### src/rtl/clause_loader.sv
// Clause loader: walks clause memory from index 0, latches each coefficient line and
// presents it to the clause register with a write strobe, honouring downstream hold.
module clause_loader #(
  parameter int BIT_WIDTH_OF_INTEGER_VARIABLE = 4,
  parameter int NUMBER_OF_INTEGER_VARIABLES   = 3,
  parameter int NUMBER_OF_CLAUSES             = 4,
  parameter int CLAUSE_INDEX_WIDTH            = 2
) (
  input  logic                                                           in_clk,
  input  logic                                                           in_reset_n,
  input  logic                                                           in_start,
  input  logic                                                           in_hold,
  output logic [CLAUSE_INDEX_WIDTH-1:0]                                  out_mem_address,
  output logic                                                           out_mem_read_enable,
  input  logic [BIT_WIDTH_OF_INTEGER_VARIABLE*NUMBER_OF_INTEGER_VARIABLES-1:0] in_mem_data,
  output logic [BIT_WIDTH_OF_INTEGER_VARIABLE*NUMBER_OF_INTEGER_VARIABLES-1:0] out_clause_coefficients,
  output logic                                                           out_write_enable,
  output logic [CLAUSE_INDEX_WIDTH-1:0]                                  out_clause_index,
  output logic                                                           out_busy,
  output logic                                                           out_done
);

  localparam int LINE_W = BIT_WIDTH_OF_INTEGER_VARIABLE * NUMBER_OF_INTEGER_VARIABLES;
  localparam logic [CLAUSE_INDEX_WIDTH-1:0] LAST_INDEX =
    CLAUSE_INDEX_WIDTH'(NUMBER_OF_CLAUSES - 1);

  localparam logic [2:0] ST_IDLE  = 3'd0;
  localparam logic [2:0] ST_READ  = 3'd1;
  localparam logic [2:0] ST_LATCH = 3'd2;
  localparam logic [2:0] ST_EMIT  = 3'd3;
  localparam logic [2:0] ST_DONE  = 3'd4;

  logic [2:0]                    state_q, state_d;
  logic [CLAUSE_INDEX_WIDTH-1:0] index_q, index_d;
  logic [LINE_W-1:0]             coef_q,  coef_d;

  always_comb begin
    state_d = state_q;
    index_d = index_q;
    coef_d  = coef_q;
    case (state_q)
      ST_IDLE: begin
        if (in_start) begin
          index_d = '0;
          state_d = ST_READ;
        end
      end
      ST_READ:  state_d = ST_LATCH;
      ST_LATCH: begin
        coef_d  = in_mem_data;
        state_d = ST_EMIT;
      end
      ST_EMIT: begin
        // Index advances only once the consumer has taken the current line.
        if (!in_hold) begin
          if (index_q == LAST_INDEX) begin
            state_d = ST_DONE;
          end else begin
            index_d = index_q + 1'b1;
            state_d = ST_READ;
          end
        end
      end
      ST_DONE:  state_d = ST_IDLE;
      default:  state_d = ST_IDLE;
    endcase
  end

  always_ff @(posedge in_clk or negedge in_reset_n) begin
    if (!in_reset_n) begin
      state_q <= ST_IDLE;
      index_q <= '0;
      coef_q  <= '0;
    end else begin
      state_q <= state_d;
      index_q <= index_d;
      coef_q  <= coef_d;
    end
  end

  assign out_mem_address         = index_q;
  assign out_mem_read_enable     = (state_q == ST_READ);
  assign out_clause_coefficients = coef_q;
  assign out_write_enable        = (state_q == ST_EMIT) && !in_hold;
  assign out_clause_index        = index_q;
  assign out_busy                = (state_q != ST_IDLE);
  assign out_done                = (state_q == ST_DONE);

endmodule
### config.mk
export PLATFORM = sky130hd
export DESIGN_NAME = clause_loader
export DESIGN_NICKNAME = d
export VERILOG_FILES = /design/src/rtl/clause_loader.sv
export SDC_FILE = /design/constraint.sdc
export NUM_CORES = 1
export LEC_CHECK = 0
export ABC_AREA = 1
export CAP_MARGIN = 15
export CELL_PAD_IN_SITES_DETAIL_PLACEMENT = 1
export CELL_PAD_IN_SITES_GLOBAL_PLACEMENT = 2
export CORE_MARGIN = 2
export CORE_UTILIZATION = 23
export CTS_CLUSTER_DIAMETER = 30
export DETAILED_ROUTE_END_ITERATION = 6
export PLACE_DENSITY_LB_ADDON = 0.3
export SYNTH_ARGS = -nofsm -noshare
export SYNTH_HDL_FRONTEND = slang
export SYNTH_SLANG_ARGS = --single-unit
### constraint.sdc
create_clock -name in_clk -period 1.4 [get_ports in_clk]
set_input_delay 0.28 -clock in_clk [delete_from_list [all_inputs] [get_ports in_clk]]
set_output_delay 0.28 -clock in_clk [all_outputs]
set_load 0.005 [all_outputs]
==> results.yml, run 1 <==
timing:
  period_needed_ns: 1.40
  fin_crit_sh_pct: 100
  fin_skew_ns: 0.00170
  tns_ns: -0.00317
  rsz0062_at_grt: "true"
  max-slew-margin-rel_pct: 84.9
  worst_pin_slew_ns: 0.227
  maxSlewViolCount: 0
  setup_ws_ns: -0.00317
  finalSetupViolCount: 1
  finalHoldViolCount: 0
  fmax_mhz: 713
outcome:
  violations: "setup timing"
  outcome: "complete, but fails checks"
floorplan:
  boundaryPins: 36
  die-area_um2: 4110
  die_h_um: 64.1
  initial_core_util_pct: 24.3
  num_rows: 21
  core_um2: 3420
  die_width_um: 64.1
power:
  ir_drop_v: 0.000619
  power_frac_comb_pct: 57.5
  p_sw_mw: 1.04
  p_clk_share_pct: 9.4
  pwr-share-seq_pct: 33.1
  leakagePower_nw: 0.708
  power_density_nw_per_um2: 1940
  p_int_mw: 1.67
  p_sw_share_pct: 38.3
grt:
  track_usage_pct: 10.4
  grt_pass1_wl_um: 3310
  overflow: 0
  grt_max_degree: 26
  antenna_found_initial: 0
  grt_pass1_vias: 766
worst_setup_path:
  crit_arrival_ns: 1.12
  cpPeakStageDelay_ns: 0.46
  crit_path_max_fanout: 5
  worstReg2RegStart: "out_clause_index[1]"
  path_cells: "nor2_1 > nand2_2 > clkbuf_2"
  cp-end-kind: "output port"
  setup.worst_path.class: "reg2out"
  setup.worst_path.start_class: "flip-flop"
  setup.worst_path.start: "state_q[1]"
  crit_slowest_cell: "dfrtp_2"
  worst_ep_required_time_ns: 1.12
placement:
  place_congestion: 0.665
  place.detailed.hpwl_um: 1470
  post-place-ws_ns: -0.187
  io_buffers: 35
  post_dp_cell_area_um2: 1240
  place_inst: 172
yosys:
  syn_nets: 108
  ys_seq_area_share_pct: 51.2
  syn_area_um2: 831
  ys_warn_count: 0
  synth.distinct_cells: 19
  synth-seq-cells: 17
  syn_inst: 91
  syn_avg_cell_area_um2: 9.13
clock_network:
  path_clk_slew_ns: 0.09
  cts_num_sinks: 17
  clockRootBuffer: "clkbuf_4"
  cts_buffer_depth: 2
  insertion_delay_ns: 0.28
  cts_tree: "built"
  htree_levels: 1
  cts_buffers: 3
finish:
  area_growth_pct: 68.2
  utilization_pct: 40.9
  layout_common_cells: "15 x clkdlybuf4s50_1, 15 x dfrtp_1, 15 x dlygate4sd2_1"
  nets: 158
  fin_area_um2: 1400
  diodes: 0
  fin_cells: 186
  fill_cells: 430
  drive_above_1_share_pct: 42.9
detailed_routing:
  drt_first_pass_iters: 2
  drt_iter0_markers: 13
  vias: 762
  wl_per_cell_um: 11.2
  antenna_left: 0
  routed_wl_um: 2080
  avgViaCountPerCell: 4.10
  drc: 0
hold_path:
  hold_class: "in2async"
flow_run:
  drv_cap: 0
sequential cells by signal (all words and copies together) (netlist names):
register	cells
out_clause_index	2
out_clause_coefficients	12
state_q	3
worst paths after layout:
path                            slack (ns)  depth (start not counted)                          to
worst max-delay path                -0.003                          3                    out_busy
worst min register to register        0.49                          2  out_clause_coefficients[0]
worst min-delay path                  0.31                          2  out_clause_coefficients[6]
max in group asynchronous             0.89                          2                  state_q[0]
worst max register to register        0.03                          7         out_clause_index[1]
min in group in_clk                   0.49                          2  out_clause_coefficients[0]
layout make-up:
type / instances / area [µm²] / share of cell area (%)
Timing Repair Buffer: 51 / 455 / 32.6
Sequential cell: 17 / 428 / 30.6
Multi-Input combinational cell: 53 / 374 / 26.8
Tap cell: 46 / 57.6 / 4.12
Inverter: 15 / 56.3 / 4.03
Clock buffer: 4 / 26.3 / 1.88
metal layers:
| layer | wire length (µm) | GRT usage [%] | up-vias |
|---|---|---|---|
| met5 | 0 | 0 | - |
| li1 | - | - | 380 |
| met1 | 844 | 11.7 | 362 |
| met2 | 1120 | 18.5 | 18 |
| met3 | 100 | 3.87 | 2 |
| met4 | 12 | 2.39 | 0 |
synth_stat cells (all sizes together):
| library cell | instances | area, µm² |
|---|---|---|
| o21a | 1 | 7.51 |
| inv | 15 | 56.3 |
| nand4 | 2 | 12.5 |
| nor2 | 7 | 26.3 |
| buf | 5 | 52.5 |
| nand2 | 22 | 82.6 |
| clkbuf | 1 | 5.00 |
| nor3 | 1 | 5.00 |
| o21ai | 14 | 115 |
| or2 | 1 | 6.26 |
| dfrtp | 17 | 425 |
| o22ai | 1 | 6.26 |
| nand3 | 2 | 10.0 |
| ha | 1 | 12.5 |
| nand3b | 1 | 7.51 |
power groups by stage:
stage	combinational, mW	sequential [mW]	clock, mW
2_1_floorplan	0.708	0.871	0
3_5_place_dp	1.37	0.889	0
4_1_cts	1.36	0.867	0.280
6_report	1.56	0.897	0.256
3_3_place_gp	1.34	0.877	0
5_1_grt	1.74	0.928	0.302
per-stage QoR:
| stage | hold slack, ns | power (mW) |
|---|---|---|
| finish | 0.308 | 2.71 |
| global placement | 0.463 | 2.21 |
| CTS | 0.307 | 2.50 |
| global route | 0.301 | 2.97 |
| floorplan | -0.0156 | 1.58 |
| detailed placement | 0.472 | 2.26 |
repair_timing:
action                     in CTS  in global routing
setup endpoints to repair      20                 20
setup buffers                   7                  3
pin swaps                       0                  5
hold buffers                    0                  0
resized for setup              35                 28
logic make-up after synthesis:
group / synth area share (%)
flops: 51.2
fa+ha+maj: 1.51
compound gates: 15.5
buf+inv: 13.7
simple gates: 18.1
critical path: cells and delay by family, from the launching register on:
family                 cells  cell delay, ns
buffers and inverters      1            0.11
flip-flops                 1            0.46
AND/OR/NAND/NOR            2            0.26
Power figures use the tool's default switching activity.
==> run 2, diff against run 1 <==
- GPL_ROUTABILITY_DRIVEN: default -> 0
==> results of run 2 <==
The final DEF is identical to that of run 1; final timing and power are the same.
